--- config.mk ---
export PLATFORM = sky130hd
export DESIGN_NAME = audio_mix_sd_dac
export DESIGN_NICKNAME = d
export VERILOG_FILES = /design/src/rtl/audio_mix_sd_dac.sv
export SDC_FILE = /design/constraint.sdc
export NUM_CORES = 1
export LEC_CHECK = 0
export ABC_AREA = 1
export CORE_MARGIN = 5
export CORE_UTILIZATION = 61
export DETAILED_ROUTE_END_ITERATION = 12
export HOLD_SLACK_MARGIN = 0.05
export PLACE_DENSITY = 0.85
export SKIP_CTS_REPAIR_TIMING = 1
export SLEW_MARGIN = 20
export SYNTH_ARGS = -nofsm -noshare
export SYNTH_HDL_FRONTEND = slang
export SYNTH_SLANG_ARGS = --single-unit
--- constraint.sdc ---
create_clock -name clk_i -period 4.85 [get_ports clk_i]
set_input_delay 0.97 -clock clk_i [delete_from_list [all_inputs] [get_ports clk_i]]
set_output_delay 0.97 -clock clk_i [all_outputs]
set_load 0.1 [all_outputs]
--- src/rtl/audio_mix_sd_dac.sv ---
// N-channel PCM mixer with saturation, soft-mute ramp and 1st/2nd-order sigma-delta 1-bit DAC.
// Level path runs on the sample strobe; the modulator runs every clock.
module audio_mix_sd_dac #(
  parameter int unsigned CHANNELS  = 4,
  parameter int unsigned IN_BITS   = 14,
  parameter int unsigned OUT_BITS  = 15,
  parameter int unsigned ORDER     = 1,
  parameter int unsigned RAMP_STEP = 64
) (
  input  logic                        clk_i,
  input  logic                        res_n_i,
  input  logic                        ce_i,
  input  logic [CHANNELS*IN_BITS-1:0] ch_data_i,
  input  logic [CHANNELS-1:0]         ch_en_i,
  input  logic                        mute_i,
  input  logic                        clip_clr_i,
  output logic [OUT_BITS-1:0]         pcm_o,
  output logic                        dac_o,
  output logic                        muted_o,
  output logic                        clip_o
);

  localparam int unsigned SumW  = IN_BITS + $clog2(CHANNELS);
  localparam int unsigned WideW = ((SumW > OUT_BITS) ? SumW : OUT_BITS) + 1;
  localparam logic [OUT_BITS-1:0] Mid   = {1'b1, {(OUT_BITS-1){1'b0}}};
  localparam logic [OUT_BITS-1:0] FsMax = {OUT_BITS{1'b1}};
  localparam logic [OUT_BITS-1:0] Step  = OUT_BITS'(RAMP_STEP);

  typedef enum logic [1:0] {StRun, StRampDn, StMuted, StRampUp} state_e;

  state_e              state_q, state_d;
  logic [OUT_BITS-1:0] mix_q, mix_d, pcm_q, pcm_d, step_mid, step_mix;
  logic                ce_d_q, clip_q, clip_d, dac_q, dac_d, sat;
  logic [WideW-1:0]    sum;

  function automatic logic [OUT_BITS-1:0] step_toward(input logic [OUT_BITS-1:0] cur,
                                                      input logic [OUT_BITS-1:0] tgt);
    if (tgt >= cur) return ((tgt - cur) <= Step) ? tgt : cur + Step;
    else            return ((cur - tgt) <= Step) ? tgt : cur - Step;
  endfunction

  // Mixer: sum is wide enough that it never wraps before the saturation compare.
  always_comb begin
    sum = '0;
    for (int k = 0; k < CHANNELS; k++) begin
      if (ch_en_i[k]) sum = sum + WideW'(ch_data_i[k*IN_BITS +: IN_BITS]);
    end
  end

  assign sat    = sum > WideW'(FsMax);
  assign mix_d  = ce_i ? (sat ? FsMax : sum[OUT_BITS-1:0]) : mix_q;
  assign clip_d = (ce_i && sat) ? 1'b1 : (clip_clr_i ? 1'b0 : clip_q);

  always_ff @(posedge clk_i or negedge res_n_i) begin
    if (!res_n_i) begin
      mix_q   <= '0;
      ce_d_q  <= 1'b0;
      clip_q  <= 1'b0;
      state_q <= StMuted;
      pcm_q   <= Mid;
      dac_q   <= 1'b0;
    end else begin
      mix_q   <= mix_d;
      ce_d_q  <= ce_i;
      clip_q  <= clip_d;
      state_q <= state_d;
      pcm_q   <= pcm_d;
      dac_q   <= dac_d;
    end
  end

  // Entering a ramp state steps in the same cycle, except a down-ramp reversal.
  always_comb begin
    logic go_dn, go_up;
    state_d  = state_q;
    pcm_d    = pcm_q;
    go_dn    = 1'b0;
    go_up    = 1'b0;
    step_mid = step_toward(pcm_q, Mid);
    step_mix = step_toward(pcm_q, mix_q);
    if (ce_d_q) begin
      unique case (state_q)
        StRun:    if (mute_i) go_dn = 1'b1; else pcm_d = mix_q;
        StRampDn: if (mute_i) go_dn = 1'b1; else state_d = StRampUp;
        StMuted:  if (!mute_i) go_up = 1'b1;
        StRampUp: if (mute_i) go_dn = 1'b1; else go_up = 1'b1;
        default:  state_d = StMuted;
      endcase
      if (go_dn) begin
        pcm_d   = step_mid;
        state_d = (step_mid == Mid) ? StMuted : StRampDn;
      end else if (go_up) begin
        pcm_d   = step_mix;
        state_d = (step_mix == mix_q) ? StRun : StRampUp;
      end
    end
  end

  always_comb begin
    muted_o = (state_q == StMuted);
    pcm_o   = pcm_q;
    clip_o  = clip_q;
    dac_o   = dac_q;
  end

  if (ORDER == 1) begin : g_ord1
    logic [OUT_BITS-1:0] acc_q;
    logic [OUT_BITS:0]   acc_d;
    assign acc_d = {1'b0, acc_q} + {1'b0, pcm_q};
    assign dac_d = acc_d[OUT_BITS];
    always_ff @(posedge clk_i or negedge res_n_i) begin
      if (!res_n_i) acc_q <= '0;
      else          acc_q <= acc_d[OUT_BITS-1:0];
    end
  end else begin : g_ord2
    localparam int unsigned IntW = OUT_BITS + 4;
    localparam int unsigned ExtW = IntW + 2;
    localparam logic signed [ExtW-1:0] IntMax = {3'b000, {(IntW-1){1'b1}}};
    localparam logic signed [ExtW-1:0] IntMin = {3'b111, {(IntW-1){1'b0}}};
    localparam logic signed [ExtW-1:0] Fs     = {{(ExtW-OUT_BITS-1){1'b0}}, 1'b1,
                                                 {OUT_BITS{1'b0}}};
    logic signed [IntW-1:0] i1_q, i2_q, i1_d, i2_d;
    logic signed [ExtW-1:0] i1_ext, i2_ext, pcm_ext, fb, i1_sum, i2_sum;

    assign i1_ext  = {{2{i1_q[IntW-1]}}, i1_q};
    assign i2_ext  = {{2{i2_q[IntW-1]}}, i2_q};
    assign pcm_ext = {{(ExtW-OUT_BITS){1'b0}}, pcm_q};
    assign fb      = dac_q ? Fs : '0;
    assign i1_sum  = i1_ext + pcm_ext - fb;
    assign i2_sum  = i2_ext + i1_ext - fb;
    // Integrators saturate instead of wrapping so an overload cannot flip the loop sign.
    assign i1_d = (i1_sum > IntMax) ? IntMax[IntW-1:0] :
                  (i1_sum < IntMin) ? IntMin[IntW-1:0] : i1_sum[IntW-1:0];
    assign i2_d = (i2_sum > IntMax) ? IntMax[IntW-1:0] :
                  (i2_sum < IntMin) ? IntMin[IntW-1:0] : i2_sum[IntW-1:0];
    assign dac_d = ~i2_d[IntW-1];

    always_ff @(posedge clk_i or negedge res_n_i) begin
      if (!res_n_i) begin
        i1_q <= '0;
        i2_q <= '0;
      end else begin
        i1_q <= i1_d;
        i2_q <= i2_d;
      end
    end
  end

endmodule

# Word-level counts from Yosys, hierarchy flattened
# Cells that the tools add are included.
# Widths: inputs -> output; s select.
[word_totals]
out_inout_bits = 18
input_bits = 65
regBits = 50
[classes]
muxes = 29
n_addsub = 10
magnitude_cmp = 7
reduce_logical = 9
n_eq_ne = 6
[ops]
columns = ["op", "count"]
rows = [
  ["$mux 15", 11],
  ["$le 15x7->1 const B", 4],
  ["$add 17x14->17", 3],
  ["$mux 17", 3],
  ["$sub 15x15->15", 2],
  ["$gt 17x15->1 const B", 1],
  ["$add 15x15->16", 1],
  ["$add 15x7->15 const B", 1],
  ["$eq 15x15->1", 1],
  ["$eq 15x15->1 const B", 1],
  ["$ge 15x15->1", 1],
  ["$ge 15x15->1 const A", 1],
  ["$sub 15x15->15 const A", 1],
  ["$sub 15x15->15 const B", 1],
  ["$sub 15x7->15 const B", 1],
  ["$mux 14", 1],
  ["$mux 2", 6],
  ["$mux 1", 8],
  ["$reduce_and 3->1", 2],
  ["$reduce_bool 3->1", 2],
  ["$eq 2x2->1 const B", 2],
  ["$ne 3x1->1 const B", 1],
  ["$reduce_or 3->1", 1],
  ["$eq 2x1->1 const B", 1],
  ["other kinds (4)", 4],
]

# Longest topological paths before layout
[logic_depth]
depth_word = 10
ltp_mapped = 35

# Worst setup path after synthesis
# Ideal clock, no wire load.
[synth_path]
path_kind = "input-to-reg"
start = "input ch_en_i[0]"
end = "register mix_q[2]"
arrival_time_ns = 5.431
setup_slack_ns = -0.718
cell_stages = 33
path_cell_list = "clkbuf_1 -> nand2_1 -> inv_1 -> ha_1 -> fa_1 -> nand2_1 -> inv_1 -> o21ai_1 -> nand2_1 -> nand2_1 -> nand2_1 -> a21oi_1 -> o21ai_1 -> xnor2_1 -> o21ai_0 -> ha_1 -> a21oi_1 -> inv_1 -> a31oi_1 -> xor2_1 -> o21ai_0 -> ha_1 -> a21oi_1 -> a21boi_0 -> o21ai_0 -> nand3_1 -> nand2_1 -> nand2_1 -> nand2_1 -> nand4_1 -> nand2_1 -> nand2_1 -> nand3_1"
[synth_between]
elab_chain_cells = 9
[synth_rtl]
columns = ["item", "line", "text"]
rows = [
  ["start, declared", "14", "input logic [CHANNELS-1:0] ch_en_i,"],
  ["$mux 14 (*)", "46", "if (ch_en_i[k]) sum = sum + WideW'(ch_data_i[k*IN_BITS +: IN_BITS]);"],
  ["$add 17x14->17", "46", ""],
  ["$mux 17 (*)", "46", ""],
  ["$add 17x14->17", "46", ""],
  ["$mux 17 (*)", "46", ""],
  ["$add 17x14->17", "46", ""],
  ["$mux 17 (*)", "46", ""],
  ["$gt 17x15->1", "50", "assign sat = sum > WideW'(FsMax);"],
  ["$mux 15 (*)", "51", "assign mix_d = ce_i ? (sat ? FsMax : sum[OUT_BITS-1:0]) : mix_q;"],
  ["end signal, assigned", "63", "mix_q <= mix_d;"],
  ["end, declared", "32", "logic [OUT_BITS-1:0] mix_q, mix_d, pcm_q, pcm_d, step_mid, step_mix;"],
]
# Mark *: on every way between the ends. The rest lies on a longest branch, timed or not.
# A chain may end at the register's enable or synchronous reset.

# Final worst setup path
[layout_path]
start = "input ch_en_i[0]"
end = "register mix_q[13]"
# The elaborated chain is that of the path after synthesis.

==> qor.txt <==
Post-synth EDFFs: 0
Net Switching: 4430 uW
critical path class: input pin to register
root buffer cell: clkbuf_16
vias in the first global route: 9314
Worst Setup End Kind: register
Cell Pwr Density: 672 nW/um^2
Final Non-Filler Cells: 1757
status: finished, violations left
Least-Margin Pin Slew: 1.05 ns
Max Clk Rate: 185 MHz
DRC: 0
cell row count: 43
most common cell after layout, fill and taps aside: nand2_1
Inst Count DP: 1739
Clk pwr share: 5.9%
Hold Path Class: register to register
worst reg2reg setup slack: 0.84 ns
initial antenna violation count: 0
final clock skew: 0.0164 ns
switch share: 60.9%
DR vias/cell: 5.89
yosys warns: 0
setup violators final: 16
Unique masters post-synth: 48
largest net degree at the start of global routing: 51
Hold Path Stages: 1
number of CTS-inserted buffers: 5
H-tree depth: 2
PortBufs: 82
Synth Net Count: 1554
TritonCTS clock tree: built
overall routed net length: 28700 um
Initial Utilization: 61.3%
slowest stage delay, CP: 0.39 ns
RSZ-0062 raised after global routing: yes
post-synthesis sequential area ratio: 14.9%
worst path required time: 5.07 ns
nets: 1734
Skew-Pair Late Insertion Delay: 0.31 ns
fraction of layout cells with a size suffix above 1: 16.1%
hpwl dp: 21100 um
fill cell count: 1017
register area: 1250 sq um
clock transition at the registers of the reported paths: 0.08 ns
Final Cycle Share: 111%
first-pass GRT wire length: 42600 um
number of diodes: 0
area of the multi-input gates: 6670 sq um
Logic pwr share: 82.6%
Internal: 2840 uW
CP max FO: 4
worst path arrival time: 5.63 ns
synthesis-to-finish area growth: 28.6%
Die Height: 127 um
via count: 10344
setup TNS: -7.88 ns
drt wl/cell: 16.3 um
die width: 127 um
peak supply drop: 0.492 mV
Syn Area/Cell: 6.03 sq um
Reg2Reg Depth: 22
CTS max path bufs: 2
placer congestion estimate: 1.01
final hold viol count: 0
Min Clock Period, post-route: 5.41 ns
synthesized cell area: 8420 sq um
max_slew headroom: 29.8%
CTS Sinks: 50
min setup slack post-route: -0.556 ns
crit-path most repeated cell: nand2_1
utilization after layout: 78.9%
cells after synthesis: 1396
Worst setup SP type: input pin
DR iter-0 viols: 1099
Leak: 0.00574 uW
most frequent cells in the layout: 410 x nand2_1, 169 x inv_1, 128 x buf_4
register bit total from synthesis: 50
ys async rst share: 100%
GRT overflow: 0
Max Cap Violations: 0
TritonRoute pass-1 iters: 6
die area: 16200 sq um
core area: 13700 sq um
WHS: 0.478 ns
Final Slew Violations: 0
Ports: 83
Seq pwr share: 11.6%
crit path max-delay cell type: ha_1
Top FF cell, synth: dfrtp_1
GRT Resource Usage Total: 31.7%
post-route ant nets: 0
failing checks: negative setup slack
[cell type report]
type	count	area share [%]
inverters	188	6.52
repair buffers	210	16.6
well taps	180	2.08
multi-input cells	1121	61.6
clock buffers	5	1.16
clock inverters	3	0.451
flip-flops and latches	50	11.6
[through the flow]
step / total power [uW] / cell area, sq um / worst slack, ns
6_report: 7280 / 10800 / -0.556
3_3_place_gp: 6430 / 10200 / -1.00
5_1_grt: 7880 / 10800 / -0.791
3_5_place_dp: 6540 / 10200 / -1.14
2_1_floorplan: 5100 / 8510 / -0.237
4_1_cts: 6990 / 10400 / -0.825
[final timing paths]
path,from,to
min in group asynchronous,res_n_i,dac_o$_DFF_PN0_
max in group asynchronous,res_n_i,mix_q[10]$_DFFE_PN0P_
hold / removal,g_ord1.acc_q[0]$_DFF_PN0_,g_ord1.acc_q[0]$_DFF_PN0_
hold reg to reg,g_ord1.acc_q[0]$_DFF_PN0_,g_ord1.acc_q[0]$_DFF_PN0_
setup reg to reg,pcm_o[8]$_DFFE_PN0P_,state_q[0]$_DFFE_PN0P_
setup / recovery,ch_en_i[0],mix_q[13]$_DFFE_PN0P_
[worst max-delay path: cells and delay by family]
family | cells | cell delay (ns)
XOR/XNOR | 2 | 0.38
AO/OA/AOI/OAI | 9 | 1.60
buffers and inverters | 5 | 0.40
AND/OR/NAND/NOR | 14 | 1.15
adder cells (fa/ha/maj) | 4 | 1.13
[sequential cells by signal, indices dropped and copies added (netlist names)]
signal	count
ce_d_q	1
clip_o	1
dac_o	1
g_ord1.acc_q	15
mix_q	15
pcm_o	15
state_q	2
[cell usage after synthesis, drive strengths merged, types with 2 or more instances]
cell | number | area [sq um]
o2111ai | 2 | 17.5
nand4 | 52 | 340
clkinv | 3 | 11.3
nor3 | 10 | 60.1
xor2 | 41 | 359
or2 | 4 | 25.0
dfrtp | 48 | 1200
o32ai | 4 | 35.0
o21ai | 82 | 414
fa | 4 | 80.1
o221ai | 2 | 17.5
buf | 13 | 90.1
o21bai | 4 | 30.0
o22ai | 7 | 43.8
o311ai | 3 | 26.3
nand3b | 3 | 22.5
nor2 | 102 | 467
ha | 89 | 1110
a21oi | 97 | 485
inv | 185 | 694
xnor2 | 14 | 123
a21boi | 4 | 30.0
nand3 | 134 | 721
a31oi | 13 | 81.3
o211ai | 2 | 15.0
o31ai | 8 | 60.1
and2 | 4 | 25.0
clkbuf | 24 | 90.1
dfstp | 2 | 52.6
nand2 | 428 | 1620
a21o | 4 | 30.0
[metal layers]
metal	up-vias	wire length (um)	track usage, %
li1	4984	-	-
met1	4670	11000	38.3
met2	558	13800	56.1
met3	132	2330	4.10
met4	0	1570	14.3
met5	-	0	0
[power groups by stage]
stage / Clock, uW / Sequential [uW] / Combinational (uW)
floorplan: 0 / 1250 / 3850
global placement: 0 / 833 / 5600
CTS: 433 / 833 / 5720
global route: 449 / 863 / 6570
detailed placement: 0 / 840 / 5700
finish: 426 / 844 / 6010
[cell families (layout without fill, tap and decap cells)]
kind of cell / after synthesis / in the layout / share of synthesized area [%]
adder cells (fa/ha/maj): 93 / 93 / 14.2
AO/OA/AOI/OAI: 235 / 235 / 15.6
flip-flops: 50 / 50 / 14.9
buffers and inverters: 225 / 406 / 10.5
XOR/XNOR: 55 / 55 / 5.72
AND/OR/NAND/NOR: 738 / 738 / 39.1
Note: power is estimated with default switching activity, not from simulation.
